===== src/rtl/fwd_scoreboard_if.sv =====
// ID-stage hazard bus between the decode stage and the forwarding scoreboard.
// The decode stage is the master; the scoreboard is the slave.
interface fwd_scoreboard_if #(
    parameter int REG_ADDR_W = 5,
    parameter int NUM_SRC    = 2,
    parameter int SEL_W      = 2
);
    logic                          id_valid;
    logic [NUM_SRC*REG_ADDR_W-1:0] id_src;
    logic [REG_ADDR_W-1:0]         id_rd;
    logic                          id_regwrite;
    logic                          id_memread;
    logic                          id_flush;
    logic                          fwd_en;
    logic                          stall;
    logic [NUM_SRC*SEL_W-1:0]      ex_fwd_sel;
    logic [15:0]                   stall_cnt;

    modport master (
        output id_valid, id_src, id_rd, id_regwrite, id_memread, id_flush, fwd_en,
        input  stall, ex_fwd_sel, stall_cnt
    );

    modport slave (
        input  id_valid, id_src, id_rd, id_regwrite, id_memread, id_flush, fwd_en,
        output stall, ex_fwd_sel, stall_cnt
    );
endinterface


===== src/rtl/fwd_scoreboard.sv =====
// Forwarding scoreboard: tracks in-flight destination tags, resolves ID-stage
// hazards into registered EX forward selects, load-use stalls and a stall counter.
module fwd_scoreboard #(
    parameter int REG_ADDR_W = 5,
    parameter int NUM_SRC    = 2,
    parameter int FWD_DEPTH  = 2,
    parameter int SEL_W      = $clog2(FWD_DEPTH + 1)
) (
    input logic           clk,
    input logic           rst,
    fwd_scoreboard_if.slave bus
);
    // Load data first becomes forwardable from this select value onward.
    localparam int LOAD_FWD_STAGE = 2;

    typedef struct packed {
        logic                  v;
        logic [REG_ADDR_W-1:0] rd;
        logic                  rw;
        logic                  ld;
    } tag_t;

    tag_t                     tags_q [FWD_DEPTH];
    logic [NUM_SRC*SEL_W-1:0] sel_q;
    logic [15:0]              cnt_q;

    logic                     src_active;
    logic                     issue;
    logic                     stall_c;
    logic                     found;
    logic [REG_ADDR_W-1:0]    src;
    logic [NUM_SRC*SEL_W-1:0] sel_c;

    assign src_active = bus.id_valid & ~bus.id_flush;
    assign issue      = src_active & ~stall_c;

    // NOTE: every variable gets a default at the top of the block, so no path
    // leaves one unassigned and no latch is inferred.
    always_comb begin
        stall_c = 1'b0;
        sel_c   = '0;
        found   = 1'b0;
        src     = '0;
        for (int i = 0; i < NUM_SRC; i++) begin
            src   = bus.id_src[i*REG_ADDR_W +: REG_ADDR_W];
            found = 1'b0;
            // Stage 0 is scanned first, so the youngest producer wins.
            for (int s = 0; s < FWD_DEPTH; s++) begin
                if (src_active && !found && tags_q[s].v && tags_q[s].rw &&
                    (tags_q[s].rd != '0) && (tags_q[s].rd == src)) begin
                    found = 1'b1;
                    if (!bus.fwd_en) begin
                        stall_c = 1'b1;
                    end else if (tags_q[s].ld && (s + 1 < LOAD_FWD_STAGE)) begin
                        stall_c = 1'b1;
                    end else begin
                        sel_c[i*SEL_W +: SEL_W] = SEL_W'(s + 1);
                    end
                end
            end
        end
    end

    // NOTE: sequential state uses non-blocking assignments so every register
    // samples the pre-edge values regardless of statement order.
    always_ff @(posedge clk) begin
        if (rst) begin
            // NOTE: only the valid bits of the tag pipeline are reset; rd/rw/ld
            // are never looked at while v=0.
            for (int s = 0; s < FWD_DEPTH; s++) begin
                tags_q[s].v <= 1'b0;
            end
            sel_q <= '0;
            cnt_q <= '0;
        end else begin
            tags_q[0] <= '{v: issue, rd: bus.id_rd, rw: bus.id_regwrite, ld: bus.id_memread};
            for (int s = 1; s < FWD_DEPTH; s++) begin
                tags_q[s] <= tags_q[s-1];
            end
            // A bubble or squashed instruction must never forward.
            sel_q <= issue ? sel_c : '0;
            if (stall_c && (cnt_q != 16'hFFFF)) begin
                cnt_q <= cnt_q + 16'd1;
            end
        end
    end

    assign bus.stall      = stall_c;
    assign bus.ex_fwd_sel = sel_q;
    assign bus.stall_cnt  = cnt_q;
endmodule


===== src/flat_wrapper.sv =====
// flat-port wrapper written by rule: the top's interface ports become plain ports
module fwd_scoreboard_flat 
#(
    parameter int REG_ADDR_W = 5,
    parameter int NUM_SRC    = 2,
    parameter int FWD_DEPTH  = 2,
    parameter int SEL_W      = $clog2(FWD_DEPTH + 1)
)
  (clk, rst, bus_id_valid, bus_id_src, bus_id_rd, bus_id_regwrite, bus_id_memread, bus_id_flush, bus_fwd_en, bus_stall, bus_ex_fwd_sel, bus_stall_cnt);
  fwd_scoreboard_if #(.REG_ADDR_W(REG_ADDR_W), .NUM_SRC(NUM_SRC), .SEL_W(SEL_W)) bus_i ();
  input logic clk;
  input logic rst;
  input wire logic [$bits(bus_i.id_valid)-1:0] bus_id_valid;
  input wire logic [$bits(bus_i.id_src)-1:0] bus_id_src;
  input wire logic [$bits(bus_i.id_rd)-1:0] bus_id_rd;
  input wire logic [$bits(bus_i.id_regwrite)-1:0] bus_id_regwrite;
  input wire logic [$bits(bus_i.id_memread)-1:0] bus_id_memread;
  input wire logic [$bits(bus_i.id_flush)-1:0] bus_id_flush;
  input wire logic [$bits(bus_i.fwd_en)-1:0] bus_fwd_en;
  output wire logic [$bits(bus_i.stall)-1:0] bus_stall;
  output wire logic [$bits(bus_i.ex_fwd_sel)-1:0] bus_ex_fwd_sel;
  output wire logic [$bits(bus_i.stall_cnt)-1:0] bus_stall_cnt;
  assign bus_i.id_valid = bus_id_valid;
  assign bus_i.id_src = bus_id_src;
  assign bus_i.id_rd = bus_id_rd;
  assign bus_i.id_regwrite = bus_id_regwrite;
  assign bus_i.id_memread = bus_id_memread;
  assign bus_i.id_flush = bus_id_flush;
  assign bus_i.fwd_en = bus_fwd_en;
  assign bus_stall = bus_i.stall;
  assign bus_ex_fwd_sel = bus_i.ex_fwd_sel;
  assign bus_stall_cnt = bus_i.stall_cnt;
  fwd_scoreboard #(.REG_ADDR_W(REG_ADDR_W), .NUM_SRC(NUM_SRC), .FWD_DEPTH(FWD_DEPTH), .SEL_W(SEL_W)) u_core (.clk(clk), .rst(rst), .bus(bus_i));
endmodule

===== config.mk =====
export PLATFORM = sky130hd
export DESIGN_NAME = fwd_scoreboard_flat
export DESIGN_NICKNAME = d
export VERILOG_FILES = /design/src/rtl/fwd_scoreboard_if.sv /design/src/rtl/fwd_scoreboard.sv /design/src/flat_wrapper.sv
export SDC_FILE = /design/constraint.sdc
export NUM_CORES = 1
export LEC_CHECK = 0
export BUFFER_PORTS_ARGS = -buffer_cell sky130_fd_sc_hd__buf_2
export CAP_MARGIN = 30
export CORE_ASPECT_RATIO = 1.2
export CORE_MARGIN = 8
export CORE_UTILIZATION = 36
export CTS_BUF_LIST = sky130_fd_sc_hd__clkbuf_4 sky130_fd_sc_hd__clkbuf_8
export DETAILED_ROUTE_END_ITERATION = 8
export PLACE_DENSITY = 0.59
export SETUP_SLACK_MARGIN = 0.2
export SKIP_CTS_REPAIR_TIMING = 1
export SLEW_MARGIN = 20
export SYNTH_ARGS = -nofsm -noshare
export SYNTH_HDL_FRONTEND = slang
export SYNTH_SLANG_ARGS = --single-unit

===== constraint.sdc =====
create_clock -name clk -period 2.5 [get_ports clk]
set_input_delay 0.25 -clock clk [delete_from_list [all_inputs] [get_ports clk]]
set_output_delay 0.25 -clock clk [all_outputs]
set_load 0.005 [all_outputs]

======== After elaboration in Yosys (flattened, before gate mapping) ========
Memories as Yosys holds them, arrays and structs flattened.
Cells that the tools add are included.
word-level totals
  output and inout port bits .............. 21
  memory bits (writable) .................. 16
  bits in registers ....................... 20
  memories ................................ 1
  input bits .............................. 22
memories
  memory         words  width  rd ports  clocked after Yosys merged registers in  wr ports  line                  source
  u_core.tags_q  2      8      2         0                                        2         fwd_scoreboard.sv:23  tag_t tags_q [FWD_DEPTH];
operators by class
  mux-type cells .......................... 25
  reductions and logical operators ........ 21
  eq/ne operators ......................... 5
  add/sub/neg operators ................... 1
  bitwise logic cells ..................... 7
operators with widths
  kind                     count
  $eq A5 B5 Y1             4
  $mux W1                  18
  $add A16 B1 Y16 const B  1
  $logic_and A1 B1 Y1      16
  $ne A16 B16 Y1 const B   1
  $mux W2                  7
  $reduce_bool A5 Y1       2
  $not A1 Y1               3
  $and A1 B1 Y1            2
  $logic_not A1 Y1         2
  $or A1 B1 Y1             2
  $reduce_or A2 Y1         1

======== Depth between registers and ports, before layout ========
  depth after elaboration ................. 23
  mapped depth ............................ 9

======== Worst setup path before layout ========
Ideal clock, no wire load.
  path type ............................... register to register
  from .................................... register u_core.cnt_q[0], in the netlist u_core.bus.stall_cnt[0]
  to ...................................... register u_core.cnt_q[10], in the netlist u_core.bus.stall_cnt[10]
  setup time .............................. 121 ps
  buffers on the path ..................... 1
  arrival time ............................ 2077 ps
  period minus slack after synthesis ...... 2198 ps
  path slack .............................. 302 ps
  cell stages (with the launch flop) ...... 9
  cell sequence ........................... dfxtp_1 ha_1 and2_1 a41o_1 a211oi_1 nor2_2 buf_6 nor4_1 mux2_2
on the way
  cells in the longest elaborated chain, start to end .. 2
ends and longest elaborated chain
  what                                                                     line                  source
  start: declaration                                                       fwd_scoreboard.sv:25  logic [15:0] cnt_q;
  start signal: assignment                                                 fwd_scoreboard.sv:83  cnt_q <= cnt_q + 16'd1;
  parallel branches: the longest is 2 deep, another holds $add A16 B1 Y16  n/a
Several ways; the timed one is not identified.
A chain may end at the register's enable or synchronous reset.

==> results.md <==
- Reg2Reg Depth: 8
- P_leak: 0.000948 µW
- Hold Path Stages: 2
- Commonest non-fill, non-tap cells in the layout: 42 x buf_2, 21 x dfxtp_1, 17 x nor2b_1
- Reg2reg start: u_core.tags_q[0][4]
- Final Util: 0.487
- Die W: around 80 µm
- CTS tree: done
- Setup crit start kind: flip-flop
- Row count: 28
- Post-Syn Nets: 200
- Hold Vio Cnt, Final: 0
- WL final: 4130 µm
- Clock power share: 0.454
- Max-cap violations: 0
- Worst skew pair latency: ~0.29 ns
- Routed length on met3: 257 µm
- Area of the multi-input gates: between 1000 and 1500 µm²
- Total number of yosys warnings: 0
- Kind of critical path: flip-flop to flip-flop
- Min cycle time layout: 2.26 ns
- Die Footprint: 7560 µm²
- R2R Path End: u_core.bus.stall_cnt[9]
- Port Buffer Count: 42
- Gate power share: 0.081
- Final Cycle Share: 0.902
- Crit path max fanout: 23
- RePlAce Congestion: 0.792
- DR DRC count: 0
- Vias: 1,520
- CP endpoint kind: flip-flop
- Core Region: between 4000 and 5000 µm²
- Clock Skews: about 0.0086 ns
- Total gr overflow: 0
- DR WL/cell: 14.1 µm
- RSZ-0062 raised after global routing: yes
- CTS H-tree lvls: 2
- Hold_sp: bus_id_rd[1]
- Part of the Yosys area used for sequential elements: 0.460
- Worst-Margin Slew: between 0.3 and 0.4 ns
- Power Dens Cells: 564 nW/µm²
- WL met1: roughly 1800 µm
- Seq pwr share: 0.465
- Async set-reset flop share out of synthesis: 0
- Distinct cells, synth: a little over 40
- Initial DRC count: 87
- Switching power: 285 µW
- Post-synth EDFFs: 13
- Sequential Area: 832 µm²
- Reg2reg setup slack: 0.24 ns
- Largest net degree at the start of global routing: 34
- Hold Path End: u_core.tags_q[0][3]
- Clk Tree Root Cell: clkbuf_8
- # diodes: 0
- Initial core utilization: 0.369
- Final Slew Violations: 0
- CP required: 2.67 ns
- Post-Place Cells: 279
- Fill cells: 481
- WP data arrival: 2.43 ns
- Syn avg cell area: between 10 and 15 µm²
- Vias in the first global route: between 1,000 and 1,500
- CP startpoint: u_core.tags_q[0][4]
- Normalized max-slew margin: 0.768
- Final #Nets: 255
- Vias/cell: 5.19
- Share of the synthesized area in the top cell type: 0.244
- Count of final setup violators: 0
- Top FF cell, synth: dfxtp_1
- Overall routing resource usage: 0.111
- Top sig layer: met4
- Share of layout cells above drive strength 1: 0.369
- Cell taking the most area after synthesis: dfxtp_1
- IO Pins: 43
- Cell count after synthesis: 177
- Mapped cell area: 1810 µm²
- TritonCTS Buffers: 5
- Synthesis-stage register bit count: 35
- Cell internal pwr: roughly 1100 µW
- Clk sink count: 35
- Status: finished clean
- Initial antenna violation count: 0
- Post-DRT Antenna Nets: 0
- HP Class: primary input to flip-flop
- Top cells by area, synth: dfxtp_1 24%, edfxtp_1 22%, xor2_1 6.8%, nor2b_1 5.9%, xnor2_1 3.9%
- First-pass GRT wire length: 6630 µm
- HPWL after DPL: 3090 µm
- Commonest non-fill, non-tap cell in the layout: buf_2
- Area added between synthesis and finish: 32.1%
- TritonRoute pass-1 iters: 5
- F_max: 443 MHz
- Clock buffer depth: 2
- Finished Layout Cells: 293
- Worst IR drop on VDD: 0.228 mV
- CTS clk-pin slew, worst paths: 0.07 ns
- Met2 WL post-DR: 1990 µm
- Sw Share: 0.212
- Fin Setup TNS: 0 ns
- Die Ht: 93.6 µm
## sequential cells by signal, summed over array words and instances, names as in the netlist
register,cells
u_core.bus.ex_fwd_sel,4
u_core.bus.stall_cnt,16
u_core.tags_q,15
## synthesized netlist by cell type (2+ instances only)
cell      count
a211o_1       2
a21oi_1      10
a41o_1        2
buf_6         2
clkbuf_1      3
dfxtp_1      22
edfxtp_1     13
inv_1         2
mux2_2        3
nand2_1       8
nand3_1       8
nand4_1       3
nor2_1       12
nor2b_1      17
nor3_1        5
nor3_2        2
nor4_1        4
o21ai_0       4
o31ai_1       5
or3_1         4
or4_1         6
xnor2_1       8
xor2_1       14
## per-stage QoR
stage | power [µW] | instance area (µm²) | hold WS, ns | setup slack, ns
after floorplan | 697 | 1810 | 0.459 | 0.302
after global placement | 738 | 2110 | 0.491 | 0.124
after detailed placement | 739 | 2110 | 0.489 | 0.0988
after CTS | 1360 | 2240 | 0.247 | 0.0510
after global routing | 1410 | 2390 | 0.247 | 0.164
final | 1350 | 2390 | 0.256 | 0.244
## routing by layer
layer / vias up / global-route usage
met5: - / 0
met4: 0 / 0.0493
met3: 5 / 0.0365
met2: 41 / 0.169
met1: 706 / 0.137
li1: 768 / -
## cell families (layout without fill, tap and decap cells)
logic type	after synthesis	in the layout	synth area share
adders and majority gates	1	1	0.00692
xor gates and xnor gates	22	22	0.107
DFF	35	35	0.460
muxes	4	4	0.0242
AOI/OAI and AO/OA	30	30	0.127
buffers and inverters	7	63	0.0228
and+or+nand+nor	78	78	0.253
## worst max path at each step
stage          slack, ns                  endpoint
2_1_floorplan       0.30  u_core.bus.stall_cnt[10]
3_3_place_gp        0.12  u_core.bus.stall_cnt[10]
3_5_place_dp         0.1   u_core.bus.stall_cnt[9]
6_report            0.24   u_core.bus.stall_cnt[9]
4_1_cts             0.05   u_core.bus.stall_cnt[9]
5_1_grt             0.16  u_core.bus.stall_cnt[14]
## worst max-delay path, cell delays in order (launching register included)
cell,delay (ns)
edfxtp_1,0.46
or4_4,0.56
o2111ai_4,0.23
a41o_1,0.17
a221oi_4,0.05
nor2_2,0.14
buf_12,0.18
nor4_4,0.06
mux2_4,0.30
## power groups by stage
stage,Sequential [µW],Clock [µW],Combinational [µW]
after detailed placement,641,0,97.5
after global placement,641,0,96.6
after floorplan,636,0,60.8
final,627,612,109
after global routing,629,657,119
after CTS,628,629,97.8
## area by class of cell
type,instances,share of cell area
clock buffer,5,0.0288
clock inverter,3,0.0278
inverter,2,0.00314
multi-input combinational,135,0.431
sequential,35,0.348
tap,60,0.0314
timing repair buffer,53,0.129
Power figures use the tool's default switching activity.
